**src/rtl/serial_arith_pkg.sv**
```systemverilog
// Shared definitions for the bit-serial arithmetic units.
// Holds the common FSM state encoding and counter sizing helper.
package serial_arith_pkg;

    typedef enum logic [1:0] {
        S_IDLE = 2'd0,
        S_RUN  = 2'd1,
        S_DONE = 2'd2
    } state_t;

    function automatic int cnt_width(input int width);
        return $clog2(width + 1);
    endfunction

endpackage

```
**src/rtl/full_subtractor.sv**
```systemverilog
// Combinational 1-bit full-subtractor cell.
// The borrow state is held by the instantiating unit.
module full_subtractor (
    input  logic a,
    input  logic b,
    input  logic bin,
    output logic d,
    output logic bout
);

    assign d    = a ^ b ^ bin;
    assign bout = (~a & b) | (~(a ^ b) & bin);

endmodule

```
**src/rtl/serial_subtractor.sv**
```systemverilog
// Bit-serial unsigned subtractor, LSB first, one bit per clock.
// Start/busy/done handshake; diff/borrow held until the next result.
module serial_subtractor
    import serial_arith_pkg::*;
#(
    parameter int WIDTH = 8
) (
    input  logic             clk,
    input  logic             rst_n,
    input  logic             start,
    input  logic [WIDTH-1:0] a,
    input  logic [WIDTH-1:0] b,
    output logic             busy,
    output logic             done,
    output logic [WIDTH-1:0] diff,
    output logic             borrow
);

    localparam int CW = cnt_width(WIDTH);

    state_t           state;
    state_t           state_nxt;
    logic [WIDTH-1:0] a_sr;
    logic [WIDTH-1:0] b_sr;
    logic [WIDTH-1:0] res_sr;
    logic [CW-1:0]    count;
    logic             bi;
    logic             d_bit;
    logic             bo_bit;
    logic             last_bit;
    logic             load;

    full_subtractor u_cell (
        .a    (a_sr[0]),
        .b    (b_sr[0]),
        .bin  (bi),
        .d    (d_bit),
        .bout (bo_bit)
    );

    assign last_bit = (count == CW'(WIDTH - 1));
    assign busy     = (state == S_RUN);
    assign done     = (state == S_DONE);
    // DONE already reports busy==0, so a new request is taken there too
    assign load     = start && (state != S_RUN);

    always_ff @(posedge clk or negedge rst_n) begin
        if (!rst_n) begin
            state <= S_IDLE;
        end else begin
            state <= state_nxt;
        end
    end

    always_comb begin
        state_nxt = state;
        unique case (state)
            S_IDLE: begin
                if (start) state_nxt = S_RUN;
            end
            S_RUN: begin
                if (last_bit) state_nxt = S_DONE;
            end
            S_DONE: begin
                state_nxt = start ? S_RUN : S_IDLE;
            end
            default: state_nxt = S_IDLE;
        endcase
    end

    always_ff @(posedge clk or negedge rst_n) begin
        if (!rst_n) begin
            a_sr   <= '0;
            b_sr   <= '0;
            res_sr <= '0;
            count  <= '0;
            bi     <= 1'b0;
            diff   <= '0;
            borrow <= 1'b0;
        end else if (load) begin
            a_sr   <= a;
            b_sr   <= b;
            res_sr <= '0;
            count  <= '0;
            bi     <= 1'b0;
        end else if (state == S_RUN) begin
            a_sr   <= a_sr >> 1;
            b_sr   <= b_sr >> 1;
            res_sr <= {d_bit, res_sr[WIDTH-1:1]};
            bi     <= bo_bit;
            count  <= count + CW'(1);
            if (last_bit) begin
                diff   <= {d_bit, res_sr[WIDTH-1:1]};
                borrow <= bo_bit;
            end
        end
    end

endmodule

```
**config.mk**
```make
export PLATFORM = sky130hd
export DESIGN_NAME = serial_subtractor
export DESIGN_NICKNAME = d
export VERILOG_FILES = /design/src/rtl/serial_arith_pkg.sv /design/src/rtl/full_subtractor.sv /design/src/rtl/serial_subtractor.sv
export SDC_FILE = /design/constraint.sdc
export NUM_CORES = 1
export LEC_CHECK = 0
export BUFFER_PORTS_ARGS = -buffer_cell sky130_fd_sc_hd__buf_2
export CORE_AREA = 2 2 60 74
export CTS_BUF_LIST = sky130_fd_sc_hd__clkbuf_2
export CTS_CLUSTER_DIAMETER = 60
export DETAILED_ROUTE_END_ITERATION = 12
export DIE_AREA = 0 0 62 76
export SLEW_MARGIN = 10
export SYNTH_ARGS = -nofsm -noshare
export SYNTH_HDL_FRONTEND = slang
export SYNTH_SLANG_ARGS = --single-unit
```
**constraint.sdc**
```tcl
create_clock -name clk -period 4.1 [get_ports clk]
set_input_delay 0.82 -clock clk [delete_from_list [all_inputs] [get_ports clk]]
set_output_delay 0.82 -clock clk [all_outputs]
set_load 0.05 [all_outputs]
```
* Yosys cells after proc, flatten, opt, wreduce, memory -nomap -nowiden
Cells that the tools add are included.
** Word-level totals
- Bits in registers :: 40
- Bits in latches :: 0
- RAM bits :: 0
- Bits in read-only memories :: 0
- Output and inout port bits :: 11
- Memories kept :: 0
** Cells by class
- Add/sub/neg operators :: 1
- $mul :: 0
- Divide/modulo/power cells :: 0
- Magnitude comparators :: 0
- Equal/unequal tests :: 6
- Shift-type cells :: 0
- Multiplexer cells :: 14
- Bitwise operators :: 8
- Reduce and logical (&&, ||, !) cells :: 5
** Operator list (number)
- 8-bit 2-to-1 mux :: 6
- 4-bit 2-to-1 mux :: 2
- 2-bit case mux with 3 select lines :: 1
- 4-bit by 1-bit adder with 4-bit output (second input constant) :: 1
- 4-bit by 3-bit == test with 1-bit output (second input constant) :: 1
- 2-bit 2-to-1 mux :: 2
- 2-bit by 1-bit != test with 1-bit output (second input constant) :: 2
- 1-bit 2-to-1 mux :: 3
- 1-bit inverter :: 3
- 3-bit AND reduction :: 1
- 1-bit AND :: 2
- 2-bit by 1-bit == test with 1-bit output (second input constant) :: 1
- 2-bit == test (second input constant) :: 1
- 2-bit zero test :: 1
- 2-bit != test (second input constant) :: 1
- 2-bit AND reduction :: 1
- 2-bit nonzero test :: 1
- 1-bit XOR :: 2
- 1-bit logical AND :: 1
- 1-bit bitwise OR :: 1

* Depth between registers and ports, before layout
- Depth in word-level cells :: 6
- Mapped depth :: 7
- Mapped depth without buffers :: 4

* Cells and area by module
From an unflattened synthesis, not the netlist that was laid out.
** Second synthesis, totals
- Cell total of the unflattened synthesis :: 152
- Area total of the unflattened synthesis :: 1676.6 um2
** By module, submodules not included
- serial_subtractor :: instances 1, cells each 148, area an instance 1645.3 um2, seq. area each 975.9 um2
- full_subtractor :: instances 1, cells each 4, area an instance 31.3 um2, seq. area each 0.0 um2

* Least setup slack after synthesis
OpenSTA, ideal clock, no wires.
- Kind :: register to output
- Start point :: register state[1]
- End point :: output port busy
- Arrival :: 1.328 ns
- Required time :: 3.280 ns
- Path slack :: 1.952 ns
- Cell stages (with the launch flop) :: 5
- Buffers on the path :: 2
- Cells stage by stage :: dfrtp_1 nand2b_1 buf_6 inv_1 clkbuf_1
** Between the ends
- Longest elaborated chain between the ends :: 1
** Ends and longest elaborated chain
- start: declaration :: line serial_subtractor.sv:21 : state_t state;
- start signal: assignment :: line serial_subtractor.sv:51 : state <= state_nxt;
- 2-bit by 1-bit == test with 1-bit output :: line serial_subtractor.sv:42 : assign busy = (state == S_RUN);
- end: declaration :: line serial_subtractor.sv:13 : output logic busy,
No other way between the ends.

* Final worst setup path
Ends and elaborated chain as after synthesis.

==> flow_metrics.py <==
metrics = {
    "route": {
        "antenna_left": 0,
        "wl_um": 2770,
        "vias": 1127,
        "wire_per_inst_um": 11.7,
        "drc_errors": 0,
        "first_iter_violations": 49,
        "first_pass_iters": 4,
        "vias_per_cell": 4.78,
    },
    "synth": {
        "synth-seq-cells": 39,
        "avgSynthCellArea_um2": 11.1,
        "ys_seq_area_share_pct": 58.3,
        "yosysWarnings": 0,
        "yosys.area.top_type": "dfrtp_1",
        "synth_fp_nets": 172,
        "synth_top_area_share_pct": 58.3,
        "synth_area_um2": 1680,
        "netlist_top_cells_area": "dfrtp_1 58%, mux2i_1 11%, o21ai_0 8.1%",
        "syn_inst": 151,
        "synthDistinctLibCells": 17,
    },
    "floorplan": {
        "dieHeight_um": 76,
        "core-area_um2": 4070,
        "pin_count": 30,
        "rows": 26,
        "die_x_um": 62,
        "die-area_um2": 4710,
        "start_util_pct": 41.2,
    },
    "job": {
        "maxCapViolCount": 0,
    },
    "worst_setup_path": {
        "r2r_setup_slack_ps": 2370,
        "reg2reg_from": "state[1]",
        "crit_path_end": "busy",
        "critPathArrivalTime_ps": 1510,
        "r2r_cells": 3,
        "timing.rr.end": "diff[6]",
        "critical_path_required_ps": 3280,
        "crit_fanout": 9,
        "start_kind": "register",
        "cp-startpoint": "state[1]",
        "cp-end-kind": "output pin",
        "worstSetupPathType": "register to output pin",
    },
    "sta": {
        "period_minus_slack_ps": 2330,
        "skew_ps": 11.2,
        "maxSlewViolCount": 0,
        "setup_tns_ps": 0,
        "relSlewSlack_pct": 43.8,
        "tightest_slew_ps": 843,
        "hold_viol": 0,
        "holdWs_ps": 498,
        "finalCritPeriodShare_pct": 56.7,
        "fmax_mhz": 430,
        "setup_viol": 0,
        "grt_setup_unrepaired": "no",
    },
    "cells_and_area": {
        "fin_nets": 200,
        "final_cell_mix": "39 x dfrtp_1, 32 x nand2_1, 29 x buf_2",
        "final_common_cell": "dfrtp_1",
        "area_growth_pct": 12.8,
        "drive_gt1_share_pct": 25.6,
        "insertedDiodeCount": 0,
    },
    "placement": {
        "gp_congestion": 0.769,
        "hpwlAfterDp_um": 1950,
        "port_buffers": 29,
    },
    "power": {
        "p_comb_share_pct": 42.4,
        "power_density_nw_per_um2": 732,
        "ir_drop_uv": 454,
        "p_sw_share_pct": 43.9,
        "p_switching_uw": 607,
        "p_seq_share_pct": 46.3,
        "p_int_uw": 776,
        "p_leak_nw": 0.909,
        "clkPwrFrac_pct": 11.2,
    },
    "clock_network": {
        "clockBufferDepth": 2,
        "root_buffer": "clkbuf_2",
        "clkTransAtPathRegs_ps": 180,
        "post_cts_buffers": 0,
        "clk_latency_ps": 370,
        "htree_levels": 2,
        "cts_made_buffers": 5,
        "cts_num_sinks": 39,
        "hold_buffers": 0,
        "cts-resized-gates": 0,
        "cts_tree": "built",
    },
    "global_routing": {
        "grt_pass1_wl_um": 4870,
        "antenna_found_initial": 0,
        "grt_max_degree": 49,
        "grt_usage_pct": 13.7,
        "overflow": 0,
        "grt_pass1_vias": 1138,
    },
    "worst_hold_path": {
        "min_path_type": "register to register",
    },
    "status": {
        "status": "finished clean",
    },
}
==> stage by stage <==
stage | setup slack [ps] | cells | area [µm²] | utilization, % | power, mW
after global placement | 2210 | 228 | 1850 | 45.5 | 1.22
after global routing | 1620 | 236 | 1890 | 46.5 | 1.51
after floorplan | 1950 | 151 | 1680 | - | 1.11
after CTS | 1730 | 236 | 1890 | 46.5 | 1.41
final | 1770 | 236 | 1890 | 46.5 | 1.38
after detailed placement | 2130 | 228 | 1850 | 45.5 | 1.25
==> cells in the mapped netlist <==
library cell  count
mux2i_1          18
buf_2             4
ha_1              1
nand2_1          32
mux2_2            9
clkbuf_1          4
nor2_1            2
nand2b_1          1
o21ai_0          27
inv_1             5
fa_1              1
xor2_1            1
dfrtp_1          39
nor3_4            1
buf_6             1
nor2b_1           1
nand3_1           4
==> cell families after synthesis <==
logic type / share of synthesized area (%)
flops: 58.3
xor+xnor: 0.523
mux: 16.8
fa+ha+maj: 1.94
simple gates: 10.5
compound gates: 8.07
buf+inv: 3.88
==> worst min path at each step <==
stage,endpoint,from,slack (ps),cells past startpoint
2_1_floorplan,state[0],state[0],450,1
3_3_place_gp,b_sr[4],b_sr[5],460,2
3_5_place_dp,b_sr[3],b_sr[4],480,2
4_1_cts,a_sr[2],a_sr[3],510,2
5_1_grt,state[0],state[0],540,1
6_report,a_sr[2],a_sr[3],500,2
==> final cells by class <==
class                           count  area [µm²]
Fill cell                         393        2180
Sequential cell                    39         976
Multi-Input combinational cell     98         634
Timing Repair Buffer               30         153
Tap cell                           56        70.1
Clock buffer                        6        30.0
Inverter                            5        18.8
Clock inverter                      2        7.51
==> power groups by stage <==
stage / sequential (mW) / clock [mW] / combinational [mW]
2_1_floorplan: 0.788 / 0 / 0.324
6_report: 0.641 / 0.155 / 0.587
3_5_place_dp: 0.652 / 0 / 0.597
4_1_cts: 0.643 / 0.167 / 0.599
5_1_grt: 0.663 / 0.186 / 0.657
3_3_place_gp: 0.645 / 0 / 0.580
==> critical path, stage by stage, from the launching register on <==
cell and delay [ps]:
dfrtp_1 400, nand2b_1 300, inv_1 150, buf_2 280
==> flip-flops by register name, indices dropped and copies added (netlist names) <==
signal	flops
a_sr	8
diff	8
res_sr	7
bi	1
count	4
b_sr	8
borrow	1
state	2
==> routing by layer <==
metal | vias up | wire, µm | track usage [%]
li1 | 557 | - | -
met1 | 542 | 1210 | 15.9
met3 | 4 | 152 | 5.60
met5 | - | 0 | 0
met4 | 0 | 34 | 4.47
met2 | 24 | 1380 | 22.2
No activity file was read; power rests on OpenSTA's default activity.
